$ cat config.mk
export PLATFORM = sky130hd
export DESIGN_NAME = sha256_stream_core
export DESIGN_NICKNAME = d
export VERILOG_FILES = /design/src/rtl/sha256_stream_core.sv
export SDC_FILE = /design/constraint.sdc
export NUM_CORES = 2
export LEC_CHECK = 0
export CAP_MARGIN = 20
export CELL_PAD_IN_SITES_DETAIL_PLACEMENT = 1
export CELL_PAD_IN_SITES_GLOBAL_PLACEMENT = 2
export CORE_AREA = 2 2 484 342
export CTS_BUF_LIST = sky130_fd_sc_hd__clkbuf_8
export CTS_CLUSTER_DIAMETER = 40
export DETAILED_ROUTE_END_ITERATION = 7
export DIE_AREA = 0 0 486 344
export MAX_ROUTING_LAYER = met4
export PLACE_DENSITY = 0.87
export REMOVE_ABC_BUFFERS = 1
export SETUP_SLACK_MARGIN = 0.3
export SYNTH_ARGS = -nofsm -noshare
export SYNTH_HDL_FRONTEND = slang
export SYNTH_SLANG_ARGS = --single-unit
$ cat constraint.sdc
create_clock -name clk -period 106.8 [get_ports clk]
set_input_delay 26.7 -clock clk [delete_from_list [all_inputs] [get_ports clk]]
set_output_delay 26.7 -clock clk [all_outputs]
set_load 0.01 [all_outputs]
$ cat src/rtl/sha256_stream_core.sv
// sha256_stream_core: multi-block SHA-256 engine, one compression round per clock.
// Padded 512-bit blocks arrive as a valid/ready beat stream. DATA_W is 32 or 64. A 64-bit beat
// carries two message words, most-significant word first. The hash chains across blocks unless
// in_first requests a fresh IV.
// Ports:
//   clk, rst                         rising-edge clock, asynchronous active-high reset
//   in_valid, in_ready               beat handshake
//   in_data, in_first                message beat; in_first is sampled on beat 0 (1 = load IV)
//   busy                             high while compressing (ROUND or UPDATE)
//   done                             one-cycle pulse after each block's H update
//   digest_vld                       H0..H7 hold the result of the last completed block
//   rd_addr, rd_data                 combinational readout of H[rd_addr]
// Optional build macro SHA224_EN adds input `mode`, which is sampled on beat 0 when
// in_first = 1. When mode = 1 the block starts from the SHA-224 IV and H7 reads as zero.
module sha256_stream_core #(
    parameter int DATA_W = 32
) (
    input  logic              clk,
    input  logic              rst,
    input  logic              in_valid,
    output logic              in_ready,
    input  logic [DATA_W-1:0] in_data,
    input  logic              in_first,
`ifdef SHA224_EN
    input  logic              mode,
`endif
    output logic              busy,
    output logic              done,
    output logic              digest_vld,
    input  logic [2:0]        rd_addr,
    output logic [31:0]       rd_data
);

    localparam int WordsPerBeat = DATA_W / 32;
    localparam int BeatsPerBlk  = 16 / WordsPerBeat;
    localparam logic [3:0] LastBeat = 4'(BeatsPerBlk - 1);

    localparam logic [31:0] K [64] = '{
        32'h428a2f98, 32'h71374491, 32'hb5c0fbcf, 32'he9b5dba5, 32'h3956c25b, 32'h59f111f1,
        32'h923f82a4, 32'hab1c5ed5, 32'hd807aa98, 32'h12835b01, 32'h243185be, 32'h550c7dc3,
        32'h72be5d74, 32'h80deb1fe, 32'h9bdc06a7, 32'hc19bf174, 32'he49b69c1, 32'hefbe4786,
        32'h0fc19dc6, 32'h240ca1cc, 32'h2de92c6f, 32'h4a7484aa, 32'h5cb0a9dc, 32'h76f988da,
        32'h983e5152, 32'ha831c66d, 32'hb00327c8, 32'hbf597fc7, 32'hc6e00bf3, 32'hd5a79147,
        32'h06ca6351, 32'h14292967, 32'h27b70a85, 32'h2e1b2138, 32'h4d2c6dfc, 32'h53380d13,
        32'h650a7354, 32'h766a0abb, 32'h81c2c92e, 32'h92722c85, 32'ha2bfe8a1, 32'ha81a664b,
        32'hc24b8b70, 32'hc76c51a3, 32'hd192e819, 32'hd6990624, 32'hf40e3585, 32'h106aa070,
        32'h19a4c116, 32'h1e376c08, 32'h2748774c, 32'h34b0bcb5, 32'h391c0cb3, 32'h4ed8aa4a,
        32'h5b9cca4f, 32'h682e6ff3, 32'h748f82ee, 32'h78a5636f, 32'h84c87814, 32'h8cc70208,
        32'h90befffa, 32'ha4506ceb, 32'hbef9a3f7, 32'hc67178f2
    };

    localparam logic [31:0] IV256 [8] = '{
        32'h6a09e667, 32'hbb67ae85, 32'h3c6ef372, 32'ha54ff53a,
        32'h510e527f, 32'h9b05688c, 32'h1f83d9ab, 32'h5be0cd19
    };
`ifdef SHA224_EN
    localparam logic [31:0] IV224 [8] = '{
        32'hc1059ed8, 32'h367cd507, 32'h3070dd17, 32'hf70e5939,
        32'hffc00b31, 32'h68581511, 32'h64f98fa7, 32'hbefa4fa4
    };
`endif

    typedef enum logic [1:0] {StLoad, StRound, StUpdate} state_t;
    state_t state_q, state_d;

    logic [3:0]  beat_q;
    logic [5:0]  round_q;
    logic        first_q;
    logic [31:0] h_q [8];    // chained hash H0..H7
    logic [31:0] v_q [8];    // working variables a..h
    logic [31:0] w_q [16];   // rolling schedule window, w_q[0] = W[t]
    logic [31:0] base [8];
    logic [31:0] t1, t2, w_new;
    logic        accept;
`ifdef SHA224_EN
    logic        mode_q;
`endif

    function automatic logic [31:0] big_s0(input logic [31:0] x);
        return {x[1:0], x[31:2]} ^ {x[12:0], x[31:13]} ^ {x[21:0], x[31:22]};
    endfunction
    function automatic logic [31:0] big_s1(input logic [31:0] x);
        return {x[5:0], x[31:6]} ^ {x[10:0], x[31:11]} ^ {x[24:0], x[31:25]};
    endfunction
    function automatic logic [31:0] small_s0(input logic [31:0] x);
        return {x[6:0], x[31:7]} ^ {x[17:0], x[31:18]} ^ {3'b000, x[31:3]};
    endfunction
    function automatic logic [31:0] small_s1(input logic [31:0] x);
        return {x[16:0], x[31:17]} ^ {x[18:0], x[31:19]} ^ {10'd0, x[31:10]};
    endfunction

    always_ff @(posedge clk or posedge rst) begin
        if (rst) state_q <= StLoad;
        else     state_q <= state_d;
    end

    always_comb begin
        state_d  = state_q;
        in_ready = 1'b0;
        busy     = 1'b0;
        unique case (state_q)
            StLoad: begin
                in_ready = 1'b1;
                if (in_valid && beat_q == LastBeat) state_d = StRound;
            end
            StRound: begin
                busy = 1'b1;
                if (round_q == 6'd63) state_d = StUpdate;
            end
            StUpdate: begin
                busy    = 1'b1;
                state_d = StLoad;
            end
            default: state_d = StLoad;
        endcase
    end

    assign accept = in_valid & in_ready;

    // Feed-forward base: the IV for a fresh message, otherwise the chained H.
    // H only changes in UPDATE, so it can serve as the base without a copy.
    always_comb begin
        for (int i = 0; i < 8; i++) begin
`ifdef SHA224_EN
            base[i] = first_q ? (mode_q ? IV224[i] : IV256[i]) : h_q[i];
`else
            base[i] = first_q ? IV256[i] : h_q[i];
`endif
        end
    end

    always_comb begin
        t1 = v_q[7] + big_s1(v_q[4]) + ((v_q[4] & v_q[5]) ^ (~v_q[4] & v_q[6]))
           + K[round_q] + w_q[0];
        t2 = big_s0(v_q[0]) + ((v_q[0] & v_q[1]) ^ (v_q[0] & v_q[2]) ^ (v_q[1] & v_q[2]));
        w_new = small_s1(w_q[14]) + w_q[9] + small_s0(w_q[1]) + w_q[0];
    end

    always_ff @(posedge clk or posedge rst) begin
        if (rst) begin
            beat_q     <= 4'd0;
            round_q    <= 6'd0;
            first_q    <= 1'b0;
            done       <= 1'b0;
            digest_vld <= 1'b0;
`ifdef SHA224_EN
            mode_q     <= 1'b0;
`endif
            for (int i = 0; i < 8; i++) begin
                h_q[i] <= IV256[i];
                v_q[i] <= 32'd0;
            end
            for (int i = 0; i < 16; i++) w_q[i] <= 32'd0;
        end else begin
            done <= 1'b0;
            if (accept) begin
                beat_q <= (beat_q == LastBeat) ? 4'd0 : beat_q + 4'd1;
                for (int i = 0; i < 16 - WordsPerBeat; i++) w_q[i] <= w_q[i + WordsPerBeat];
                for (int j = 0; j < WordsPerBeat; j++) begin
                    w_q[16 - WordsPerBeat + j] <= in_data[DATA_W - 1 - 32 * j -: 32];
                end
                if (beat_q == 4'd0) begin
                    first_q    <= in_first;
                    digest_vld <= 1'b0;
`ifdef SHA224_EN
                    if (in_first) mode_q <= mode;
`endif
                end
                if (beat_q == LastBeat) begin
                    for (int i = 0; i < 8; i++) v_q[i] <= base[i];
                    round_q <= 6'd0;
                end
            end
            if (state_q == StRound) begin
                v_q[0] <= t1 + t2;
                v_q[1] <= v_q[0];
                v_q[2] <= v_q[1];
                v_q[3] <= v_q[2];
                v_q[4] <= v_q[3] + t1;
                v_q[5] <= v_q[4];
                v_q[6] <= v_q[5];
                v_q[7] <= v_q[6];
                for (int i = 0; i < 15; i++) w_q[i] <= w_q[i + 1];
                w_q[15] <= w_new;
                round_q <= round_q + 6'd1;
            end
            if (state_q == StUpdate) begin
                for (int i = 0; i < 8; i++) h_q[i] <= base[i] + v_q[i];
                done       <= 1'b1;
                digest_vld <= 1'b1;
            end
        end
    end

    always_comb begin
        rd_data = h_q[rd_addr];
`ifdef SHA224_EN
        if (mode_q && rd_addr == 3'd7) rd_data = 32'h0;
`endif
    end

endmodule
# ---- Word level (Yosys, flattened, before mapping)
# Memory sizes are Yosys's and may differ from the RTL's.
# Cells that the tools add are included.
dict set report totals {
  wordCells 130
  ff_bits 1039
  out_inout_bits 36
  mem_count 1
  in_bits 39
  rom_bits 2048
}
dict set report op_classes {
  reduce_logical 12
  order_cmp 2
  n_mux 31
  n_eq_ne 6
  n_addsub 20
  bitwise_logic 20
}
# memory words width rd rd_clocked_by_memory_dff wr line_no
set mem_list {}
lappend mem_list {{(name not given)} 64 32 1 0 0 134} ;# + K[round_q] + w_q[0];
# op count
set ops {}
lappend ops {{two-way mux 512 bit} 2}
lappend ops {{two-way mux 256 bit} 3}
lappend ops {{adder 32 bit} 18}
lappend ops {{two-way mux 32 bit} 12}
lappend ops {{bitwise XOR 32 bit} 9}
lappend ops {{bitwise AND 32 bit} 5}
lappend ops {{binary-select mux 32 bit (select 3 bit)} 1}
lappend ops {{NOT 32 bit} 1}
lappend ops {{bitwise XOR 32 x 22 -> 32 bit} 1}
lappend ops {{bitwise XOR 32 x 29 -> 32 bit} 1}
lappend ops {{two-way mux 6 bit} 3}
lappend ops {{AND reduction 2 bit} 4}
lappend ops {{nonzero test 2 bit} 4}
lappend ops {{greater-or-equal comparator 7 bit (second input constant)} 1}
lappend ops {{NOT 6 -> 7 bit} 1}
lappend ops {{adder 6 x 1 -> 6 bit (second input constant)} 1}
lappend ops {{equality test 6 bit (second input constant)} 1}
lappend ops {{two-way mux 1 bit} 6}
lappend ops {{adder 4 x 1 -> 4 bit (second input constant)} 1}
lappend ops {{equality test 4 bit (second input constant)} 1}
lappend ops {{greater-or-equal comparator 4 bit (second input constant)} 1}
lappend ops {{zero test 4 bit} 1}
lappend ops {{two-way mux 2 bit} 2}
lappend ops {{two-way mux 4 bit} 1}
lappend ops {{9 further kinds} 10}

# ---- Logic depth before layout (Yosys ltp)
dict set report logic_depth {
  ltp_word 8
  depth_mapped 39
  depth_no_buf 37
}

# ---- Least setup slack after synthesis
# No wires, ideal clock.
dict set report synth_timing {
  path_type {input -> output}
  start {in rd_addr[0]}
  end {out rd_data[12]}
  path_buffers 2
  setup_slack_ns 51.634
  required_ns 80.100
  t_arrival_ns 28.466
  stages 4
  path_cell_list {clkbuf_1 -> buf_1 -> mux4_2 -> mux2_2}
}
dict set report synth_via {
  elab_chain_cells 4
}
# item line_no
set synth_rtl {}
lappend synth_rtl {{start: declaration} 30} ;# input logic [2:0] rd_addr,
lappend synth_rtl {{NOT 3 -> 4 bit (not written as such)} 196} ;# rd_data = h_q[rd_addr];
lappend synth_rtl {{binary-select mux 32 bit (select 3 bit)} 196}
lappend synth_rtl {{two-way mux 32 bit (not written as such) (2 in a row)} 196}
lappend synth_rtl {{end: declaration} 31} ;# output logic [31:0] rd_data
# Every way passes these cells. The select of a mux whose other input is x is not followed.

# ---- Worst setup path in the final report
dict set report layout_timing {
  start {in rd_addr[0]}
  end {out rd_data[23]}
}
# Same word-level chain as after synthesis.

==> impl_results.md <==
* Status: finished, final reports clean
* CTS tree: yes
* WL final at approximately 250 mm
* DR iter-0 viols at 5,141
* Reg2reg start: round_q[1]
* EDFF count, synth at 0
* Clock Path Buffers at 3
* Mapped cell area at around 0.073 sq mm
* Hold Vio Cnt, Final at 0
* Post-Synthesis Cells at 7,209
* Slew margin rel. at 0.202
* Leading area contributor after synthesis: dfrtp_1
* Layout cells sized above 1 at 0.199
* Largest net degree at the start of global routing at 165
* DRT Pass-1 Iters at 5
* GPL Wtd Cong at about 0.98
* Setup bufs post-CTS at 0
* Vias in the first global route at 58,200
* Most frequent cells in the layout: dfrtp_1 (898), mux2_2 (709), o21ai_0 (565), nand2_1 (558), inv_1 (531)
* Hold Crit Depth at 1
* MaxCap Viol Count at 0
* Hold Path Class: flip-flop to flip-flop
* Post-DP HPWL at 191 mm
* CTS sink cnt at a little over 1,000
* Synth Warn # at 0
* Dpl cell area at 0.0754 sq mm
* Std-Cell Rows at 124
* CTS clk-pin slew, worst paths at 0.06 ns
* FF+latch count, synth at 1,039
* DIE WIDTH at 486 um
* Required @ worst endpoint at 80.10 ns
* Hold endpoint: w_q[134]
* # resized after CTS at 0
* Die Ht at 344 um
* Root buf cell: clkbuf_8
* Drt drc at 0
* R2r worst-path depth at 35
* Gr usage total at 0.311
* R2R Path End: v_q[255]
* Startpoint Class: input pin
* Final setup TNS at 0 ns
* Hold buffers post-CTS at 0
* Minimum clock period at approximately 56 ns
* Full die area at between 0.15 and 0.2 sq mm
* Htree depth at 4
* Fill cell count at 17,800
* Post-layout util at 0.490
* Synthesized area per cell at 10.1 sq um
* IO Count at 75
* First-pass GRT wire length at between 300 and 400 mm
* Initial Util at 0.447
* Via/cell ratio at approximately 6.0
* Leading cell type in the layout, fill and taps excluded: dfrtp_1
* Critical Path AT at 29.42 ns
* Top-area cell type share of the netlist area at 0.311
* Final ANT Viol Nets at 0
* Initial antenna violation count at 20
* Worst slew pin tran at 1.20 ns
* Worst clock skew at 0.0826 ns
* Port-buffer cells at 74
* FF+latch area at 0.0262 sq mm
* RSZ-0062 raised after global routing: false
* Dominant synthesized flop cell: dfrtp_1
* Final Cycle Share at 0.525
* Crit-path max FO at 46
* DR vias at between 50,000 and 60,000
* Clk_lat worst skew at about 0.96 ns
* Post-synth ARST share at 1.00
* Reg2Reg Setup Slack at 96.29 ns
* Multi-input logic area at approximately 0.043 sq mm
* Peak Freq at between 15 and 20 MHz
* Nets@finish at 7,822
* DR WL/cell at 26.7 um
* Core area at between 0.15 and 0.2 sq mm
* Endpoint class of the critical path: primary output
* Max Slew Vio Count at 0
* P&R area growth vs syn at 9.66%
* Grt total ovfl at 0
* Setup CP Type: input pin to primary output
* Seq/Total Area, Yosys at 0.360
* Final setup vio count at 0
* TritonCTS Buffers at 186
* Synth cell types at 79
* Most area-consuming cells after synthesis: dfrtp_1 (31%), mux2_2 (11%), ha_1 (7.0%)
* Post-route cell area at 0.0796 sq mm
* Min-Delay Startpoint: w_q[102]
registers in the layout, indices dropped and copies added (netlist names):
signal,cells
first_q,1
v_q,256
digest_vld,1
w_q,512
done,1
state_q,2
beat_q,4
h_q,256
round_q,6
worst max-delay path: stages:
cell and delay [ns]:
buf_4 0.33, buf_4 0.82, mux4_2 0.62, mux2_2 0.36
clkdlybuf4s50_1 0.50
Yosys cell counts, drive strengths merged, types with 194 or more instances:
library cell / count
a21o: 194
a21oi: 383
clkbuf: 322
dfrtp: 903
fa: 195
ha: 404
inv: 476
mux2: 709
mux2i: 281
nand2: 559
nor2: 274
o21ai: 566
xnor2: 384
xor2: 204
worst max path at each step:
stage / to / cells after the start / from
floorplan: w_q[100] / 4 / state_q[1]
global placement: rd_data[21] / 5 / rd_addr[0]
detailed placement: rd_data[22] / 5 / rd_addr[0]
CTS: rd_data[22] / 5 / rd_addr[0]
global route: rd_data[16] / 5 / rd_addr[0]
finish: rd_data[23] / 5 / rd_addr[0]
area by class of cell:
type,instances,share of cell area
Tap cell,2142,0.0337
Inverter,477,0.0226
Sequential cell,1039,0.329
Clock buffer,222,0.0384
Multi-Input combinational cell,5318,0.544
Clock inverter,121,0.0143
Antenna cell,12,0.000377
Timing Repair Buffer,162,0.0183
routing by layer:
layer  GRT usage  vias to the layer above  share of wire
met4      0.0998                        0          0.032
met5           -                        -              0
met1       0.466                    29200           0.48
li1            -                    25100              -
met3      0.0617                      375          0.086
met2       0.415                     1930           0.40
kinds of logic (layout without fill, tap and decap cells):
family / count (synthesis) / count (layout) / share of synthesized area
XOR/XNOR: 588 / 588 / 0.0709
AND/OR/NAND/NOR: 1482 / 1482 / 0.0973
multiplexers: 1057 / 1057 / 0.169
adder cells (fa/ha/maj): 601 / 601 / 0.124
AO/OA/AOI/OAI: 1590 / 1590 / 0.134
flip-flops: 1039 / 1039 / 0.360
other: 0 / 12 / 0
buffers and inverters: 852 / 982 / 0.0440
stage by stage:
stage / cells / setup slack (ns) / hold slack [ns]
after floorplan: 6834 / 41.67 / 0.446
after global placement: 9136 / 50.73 / 0.459
after detailed placement: 9136 / 50.61 / 0.470
after CTS: 9479 / 50.63 / 0.460
after global routing: 9486 / 50.50 / 0.490
final: 9493 / 50.68 / 0.457
Power is left out: the tool's default activity adds up to more than one toggle a clock period on the data nets, which glitch-free logic cannot reach.
